==> src/rtl/axis_hp_writer_pkg.sv <==
// Shared types and AXI constants for the AXI-Stream to HP-port DDR writer.
package axis_hp_writer_pkg;

  typedef enum logic [2:0] {
    ST_IDLE,
    ST_AW,
    ST_W,
    ST_B,
    ST_DONE
  } state_t;

  localparam int          AXI_ID_W         = 6;
  localparam logic [1:0]  BURST_INCR       = 2'b01;
  localparam logic [1:0]  RESP_OKAY        = 2'b00;
  localparam logic [3:0]  CACHE_BUFFERABLE = 4'b0011;

  function automatic logic [31:0] beats_to_bytes(input logic [8:0] beats,
                                                 input int unsigned beat_bytes);
    return 32'(beats) * 32'(beat_bytes);
  endfunction

endpackage

==> src/rtl/axis_hp_writer.sv <==
// Writes cfg_len stream beats to DDR as INCR bursts, one burst outstanding at a time.
// Latency: AW one cycle after start; stream backpressure is WREADY passed straight through.
module axis_hp_writer
  import axis_hp_writer_pkg::*;
#(
  parameter int ADDR_W      = 32,
  parameter int DATA_W      = 64,
  parameter int BURST_BEATS = 16
) (
  input  logic                clk,
  input  logic                rst_n,
  input  logic                start,
  input  logic [ADDR_W-1:0]   cfg_addr,
  input  logic [23:0]         cfg_len,
  output logic                busy,
  output logic                done,
  output logic                err,
  output logic [31:0]         beats_written,
  input  logic [DATA_W-1:0]   s_axis_tdata,
  input  logic                s_axis_tvalid,
  output logic                s_axis_tready,
  output logic [AXI_ID_W-1:0] m_axi_awid,
  output logic [ADDR_W-1:0]   m_axi_awaddr,
  output logic [7:0]          m_axi_awlen,
  output logic [2:0]          m_axi_awsize,
  output logic [1:0]          m_axi_awburst,
  output logic                m_axi_awlock,
  output logic [3:0]          m_axi_awcache,
  output logic [2:0]          m_axi_awprot,
  output logic [3:0]          m_axi_awqos,
  output logic                m_axi_awvalid,
  input  logic                m_axi_awready,
  output logic [DATA_W-1:0]   m_axi_wdata,
  output logic [DATA_W/8-1:0] m_axi_wstrb,
  output logic                m_axi_wlast,
  output logic                m_axi_wvalid,
  input  logic                m_axi_wready,
  input  logic [1:0]          m_axi_bresp,
  input  logic                m_axi_bvalid,
  output logic                m_axi_bready,
  output logic [ADDR_W-1:0]   m_axi_araddr,
  output logic                m_axi_arvalid,
  output logic                m_axi_rready
);

  localparam int unsigned       BEAT_BYTES = DATA_W / 8;
  localparam int                ALIGN_BITS = $clog2(BURST_BEATS * DATA_W / 8);
  localparam logic [ADDR_W-1:0] ALIGN_MASK = {ADDR_W{1'b1}} << ALIGN_BITS;

  logic [1:0]        rst_pipe;
  logic              rst_int_n;
  state_t            state, state_nxt;
  logic [ADDR_W-1:0] addr_q;
  logic [23:0]       remaining;
  logic [7:0]        awlen_q, awlen_c, beat_cnt;
  logic              zero_done;
  logic              start_ok, aw_hs, w_hs, b_hs;

  // Assert asynchronously, release on a registered edge.
  always_ff @(posedge clk or negedge rst_n) begin
    if (!rst_n) rst_pipe <= 2'b00;
    else        rst_pipe <= {rst_pipe[0], 1'b1};
  end
  assign rst_int_n = rst_pipe[1];

  assign start_ok = start && (state == ST_IDLE);
  assign aw_hs    = m_axi_awvalid && m_axi_awready;
  assign w_hs     = m_axi_wvalid && m_axi_wready;
  assign b_hs     = m_axi_bvalid && m_axi_bready;
  assign awlen_c  = (remaining >= 24'(BURST_BEATS)) ? 8'(BURST_BEATS - 1)
                                                    : 8'(remaining - 24'd1);

  always_ff @(posedge clk or negedge rst_int_n) begin
    if (!rst_int_n) state <= ST_IDLE;
    else            state <= state_nxt;
  end

  always_comb begin
    state_nxt = state;
    case (state)
      ST_IDLE: if (start_ok && cfg_len != '0) state_nxt = ST_AW;
      ST_AW:   if (aw_hs) state_nxt = ST_W;
      ST_W:    if (w_hs && m_axi_wlast) state_nxt = ST_B;
      ST_B:    if (b_hs) state_nxt = (remaining != '0) ? ST_AW : ST_DONE;
      ST_DONE: state_nxt = ST_IDLE;
      default: state_nxt = ST_IDLE;
    endcase
  end

  always_comb begin
    m_axi_awvalid = 1'b0;
    m_axi_wvalid  = 1'b0;
    m_axi_wlast   = 1'b0;
    m_axi_bready  = 1'b0;
    s_axis_tready = 1'b0;
    busy          = (state != ST_IDLE);
    done          = (state == ST_DONE) || zero_done;
    case (state)
      ST_AW: m_axi_awvalid = 1'b1;
      ST_W: begin
        m_axi_wvalid  = s_axis_tvalid;
        s_axis_tready = m_axi_wready;
        m_axi_wlast   = (beat_cnt == awlen_q);
      end
      ST_B:  m_axi_bready = 1'b1;
      default: ;
    endcase
  end

  // Remaining is charged at AW acceptance so AWLEN stays stable while AWVALID is up.
  always_ff @(posedge clk or negedge rst_int_n) begin
    if (!rst_int_n) begin
      addr_q        <= '0;
      remaining     <= '0;
      awlen_q       <= '0;
      beat_cnt      <= '0;
      err           <= 1'b0;
      beats_written <= '0;
      zero_done     <= 1'b0;
    end else begin
      zero_done <= start_ok && (cfg_len == '0);
      if (start_ok) begin
        addr_q        <= cfg_addr & ALIGN_MASK;
        remaining     <= cfg_len;
        beat_cnt      <= '0;
        err           <= 1'b0;
        beats_written <= '0;
      end
      if (aw_hs) begin
        awlen_q   <= awlen_c;
        remaining <= remaining - (24'(awlen_c) + 24'd1);
      end
      if (w_hs) begin
        beats_written <= beats_written + 32'd1;
        beat_cnt      <= m_axi_wlast ? 8'd0 : beat_cnt + 8'd1;
      end
      if (b_hs) begin
        addr_q <= addr_q + ADDR_W'(beats_to_bytes(9'(awlen_q) + 9'd1, BEAT_BYTES));
        if (m_axi_bresp != RESP_OKAY) err <= 1'b1;
      end
    end
  end

  assign m_axi_awid    = '0;
  assign m_axi_awaddr  = addr_q;
  assign m_axi_awlen   = awlen_c;
  assign m_axi_awsize  = 3'($clog2(BEAT_BYTES));
  assign m_axi_awburst = BURST_INCR;
  assign m_axi_awlock  = 1'b0;
  assign m_axi_awcache = CACHE_BUFFERABLE;
  assign m_axi_awprot  = 3'b000;
  assign m_axi_awqos   = 4'b0000;
  assign m_axi_wdata   = s_axis_tdata;
  assign m_axi_wstrb   = '1;
  assign m_axi_araddr  = '0;
  assign m_axi_arvalid = 1'b0;
  assign m_axi_rready  = 1'b0;

endmodule

==> config.mk <==
export PLATFORM = sky130hd
export DESIGN_NAME = axis_hp_writer
export DESIGN_NICKNAME = d
export VERILOG_FILES = /design/src/rtl/axis_hp_writer_pkg.sv /design/src/rtl/axis_hp_writer.sv
export SDC_FILE = /design/constraint.sdc
export NUM_CORES = 1
export LEC_CHECK = 0
export BUFFER_PORTS_ARGS = -buffer_cell sky130_fd_sc_hd__buf_2
export CAP_MARGIN = 30
export CORE_ASPECT_RATIO = 1.2
export CORE_MARGIN = 4
export CORE_UTILIZATION = 44
export DETAILED_ROUTE_END_ITERATION = 7
export MAX_ROUTING_LAYER = met4
export PLACE_DENSITY = 0.86
export SYNTH_ARGS = -nofsm -noshare
export SYNTH_HDL_FRONTEND = slang
export SYNTH_SLANG_ARGS = --single-unit
==> constraint.sdc <==
create_clock -name clk -period 3.45 [get_ports clk]
set_input_delay 0.1725 -clock clk [delete_from_list [all_inputs] [get_ports clk]]
set_output_delay 0.1725 -clock clk [all_outputs]
set_load 0.05 [all_outputs]
==> impl_summary.txt <==
----------------------------------------------------
[Run status]
  Status ... finished clean

[STA]
  Number of hold-slack violations in the final timing report ... 0
  Fmax ... approximately 310 MHz
  Slew HR ... between 40 and 50%
  Post-route worst setup slack ... 0.214 ns
  Final setup TNS ... 0 ns
  Actual slew at the worst max-slew pin ... a little under 0.9 ns
  Final critical-path share of the clock period ... 93.8%
  Final Setup Violations ... 0
  Fin Clk Skew ... approximately 0.013 ns
  Setup repair after global routing missed its margin ... false
  Final Critical Period ... roughly 3.2 ns
  Final Max Slew Viols ... 0

[Drt]
  Drt wl/cell ... 17.6 um
  Detailed Routing Iterations Pass 1 ... 5
  Vias/cell ... about 5.7
  Total wire length ... ~20 mm
  Remaining design rule violation count ... 0
  Antenna-violating nets left ... 0
  DRT iter0 DRCs ... around 370
  Via count ... 6673

[Die]
  Number of ports placed on the die boundary ... about 340
  Core Box Area ... roughly 17000 um^2
  Die width ... 128 um
  Initial Utilization ... 45.0%
  Die height ... about 150 um
  Number of rows created at floorplan ... 52
  Die Outline Area ... approximately 20000 um^2

[Worst setup path]
  Series of cell instances along the critical path ... nor4_4 -> and4_2 -> and3_1 -> ha_1 -> and2_1 -> and4_1 -> a211o_2 -> a311oi_4 -> a211oi_1 -> a311oi_1
  Crit path largest cell delay ... 0.43 ns
  Critical path's slowest cell ... sky130_fd_sc_hd__dfrtp_1
  Critical path buffers and inverters ... 0
  CP Launch Type ... flip-flop
  Critical path depth ... 10
  Arrival time at the worst endpoint ... roughly 3.5 ns
  Reg2reg path depth ... 10
  Worst Setup End Kind ... flip-flop
  Critical path class ... flip-flop to flip-flop
  Top Family by Delay on Critical Path ... simple AND/OR/NAND/NOR gates
  Required time at the endpoint of the critical path ... ~3.7 ns
  Highest fanout seen on the critical path ... 5

[Final layout]
  Count of placed standard cells in the final layout, fillers left out ... between 1000 and 1500
  Antenna fix cells ... 0
  Number of nets in the layout ... 1088
  Final standard cell utilization of the core ... 48.3%
  Growth of design area from synthesis to finish ... 7.21%
  Number of fill cells ... around 1600
  Ratio of cells with drive above 1 in the final layout ... roughly 22%
  Most common library cell in the layout ignoring fill and taps ... sky130_fd_sc_hd__buf_2
  Commonest cells after routing, fill and taps aside ... sky130_fd_sc_hd__buf_2 (134), sky130_fd_sc_hd__dfrtp_1 (106), sky130_fd_sc_hd__nand2_1 (99)

[Clock tree]
  Clk slew on worst S/H paths ... 0.08 ns
  Skew-Pair Late Insertion Delay ... around 0.35 ns
  Deepest level of the CTS H-tree ... 3
  Clock tree from TritonCTS ... yes
  Num CTS Buffers ... 9
  Sink Count ... between 100 and 150
  Maximum buffer depth of the clock tree ... 2
  Cell at the root of the clock tree ... sky130_fd_sc_hd__clkbuf_16

[Place]
  Final Wtd Congestion ... slightly above 0.9
  I/O Buffers ... roughly 130
  Placed wire-length estimate after detailed placement ... 15.4 mm
  Minimum setup slack after placement ... 0.178 ns
  Cells after DPL ... ~1100

[Synthesis]
  Sequential-to-total area share from yosys stat ... a little over a third
  Number of instances in the synthesized netlist ... 868
  Top_reg_cell synth ... sky130_fd_sc_hd__dfrtp_1
  Post-Syn Area per Cell ... 8.77 um^2
  Number of flip-flops and latches in the synthesized netlist ... about 110
  Number of enable-type register cells in the synthesized netlist ... 0
  Asr flop ratio synth ... between 90% and 100%
  Distinct cells, synth ... 75
  Post-synthesis instance area ... 7610 um^2
  Yosys warnings ... 0

[GRT]
  Number of antenna violations at the first check in global routing ... 0
  GRT overflow ... 0
  Global-route wire length before repair ... approximately 32 mm
  Number of global-route vias before repair ... about 6400
  Overall track demand over capacity in global routing ... a little over a fifth
  Maximum number of pins on one net before global-route repair ... 69

[Power]
  Max VDD drop ... between 500 and 600 uV
  Combinational group share of total power ... 49.7%
  Net switching power figure ... slightly above 3 mW
  Power share of the clock group ... around 16%
  Total internal power ... 3.09 mW
  Overall power after layout ... 6.15 mW
  Sw frac ... around 50%
  Power density of the placed cells ... 754 nW/um^2
  Part of the total power dissipated in sequential elements ... between 30 and 40%
  LEAKAGE ... between 3 and 4 nW

[Min path]
  Cell count of the worst hold path ... 3
  Tightest Hold Check Type ... input port to flip-flop

[Job]
  Number of violations of the max-capacitance limit ... 0

----------------------------------------------------
## Yosys cell counts (11+ instances only)
| master | count | share of area [%] |
|---|---|---|
| sky130_fd_sc_hd__a211oi_1 | 31 | 3.1 |
| sky130_fd_sc_hd__o211ai_1 | 15 | 1.5 |
| sky130_fd_sc_hd__nand3_1 | 35 | 2.3 |
| sky130_fd_sc_hd__inv_1 | 15 | 0.74 |
| sky130_fd_sc_hd__o21ai_0 | 49 | 3.2 |
| sky130_fd_sc_hd__a311oi_1 | 15 | 1.7 |
| sky130_fd_sc_hd__nor3_1 | 19 | 1.2 |
| sky130_fd_sc_hd__buf_4 | 133 | 13 |
| sky130_fd_sc_hd__dfrtp_1 | 108 | 35 |
| sky130_fd_sc_hd__ha_1 | 16 | 2.6 |
| sky130_fd_sc_hd__mux2i_1 | 15 | 2.0 |
| sky130_fd_sc_hd__and4_1 | 11 | 1.3 |
| sky130_fd_sc_hd__xnor2_1 | 16 | 1.8 |
| sky130_fd_sc_hd__a21oi_1 | 15 | 0.99 |
| sky130_fd_sc_hd__nor4_1 | 14 | 1.2 |
| sky130_fd_sc_hd__nor2_1 | 65 | 3.2 |
| sky130_fd_sc_hd__nand4_1 | 11 | 0.90 |
| sky130_fd_sc_hd__and3_1 | 27 | 2.2 |
| sky130_fd_sc_hd__nand2_1 | 99 | 4.9 |
| sky130_fd_sc_hd__clkbuf_1 | 27 | 1.3 |
## tightest hold or removal path: cells and delay by family
| kind | cells | cell delay, ns |
|---|---|---|
| buffers and inverters | 1 | 0.09 |
| AND/OR/NAND/NOR | 2 | 0.11 |
## kinds of logic (layout without fill, tap and decap cells)
kind of cell,count (synthesis),count (layout),synth area share [%]
simple gates,330,330,22.9
buf+inv,186,197,16.2
compound gates,184,184,17.5
flops,108,108,35.5
xor+xnor,26,26,2.99
fa+ha+maj,17,17,2.89
mux,15,15,1.97
other cells,2,69,0.0986
## routing by layer
layer	vias up	routed length (um)	share of wire, %	track usage [%]
li1	3101	-	-	-
met1	3165	8260	40	25.4
met2	326	9910	49	34.3
met3	81	1360	6.7	2.56
met4	0	880	4.3	11.1
met5	-	0	0	-
## power groups by stage
stage / clock, mW / sequential, mW / combinational, mW
after global routing: 1.05 / 2.17 / 3.34
after global placement: 0 / 2.11 / 2.95
final: 0.977 / 2.12 / 3.06
after CTS: 1.01 / 2.10 / 3.05
after floorplan: 0 / 2.62 / 2.01
after detailed placement: 0 / 2.12 / 3.04
## repair_timing
action	4_1_cts	5_1_grt
setup buffers	0	3
setup endpoints to repair	0	9
resized for setup	0	4
hold buffers	1	0
endpoints found under the hold margin	2	0
## area by class of cell
class	instances	area (um^2)	share of cell area (%)
repair buffers	165	926	11.3
clock buffers	11	233	2.85
multi-input cells	641	3940	48.2
flip-flops and latches	108	2710	33.2
clock inverters	4	26.3	0.322
inverters	17	63.8	0.782
well taps	216	270	3.31
## per-stage QoR
stage | instance area (um^2) | hold slack (ns)
after floorplan | 7870 | -0.123
after global placement | 7840 | -0.0425
after detailed placement | 7870 | -0.0374
after CTS | 8140 | 0.0396
after global routing | 8160 | 0.0464
final | 8160 | 0.0478
## worst paths after layout
kind	start	end	slack (ns)
max in group asynchronous	rst_pipe[1]	remaining[4]	2.22
hold / removal	cfg_len[14]	remaining[14]	0.05
hold reg to reg	rst_pipe[1]	m_axi_awaddr[24]	0.20
setup / recovery	remaining[20]	remaining[12]	0.21
setup reg to reg	remaining[20]	remaining[12]	0.21
min in group asynchronous	rst_n	rst_pipe[1]	0.13
## flip-flops by register name (all words and copies together), names as in the netlist
register and cells:
state 3, beat_cnt 8, beats_written 32, rst_pipe 2
err 1, awlen_q 8, m_axi_awaddr 29, zero_done 1
remaining 24
Note: power is estimated with default switching activity, not from simulation.
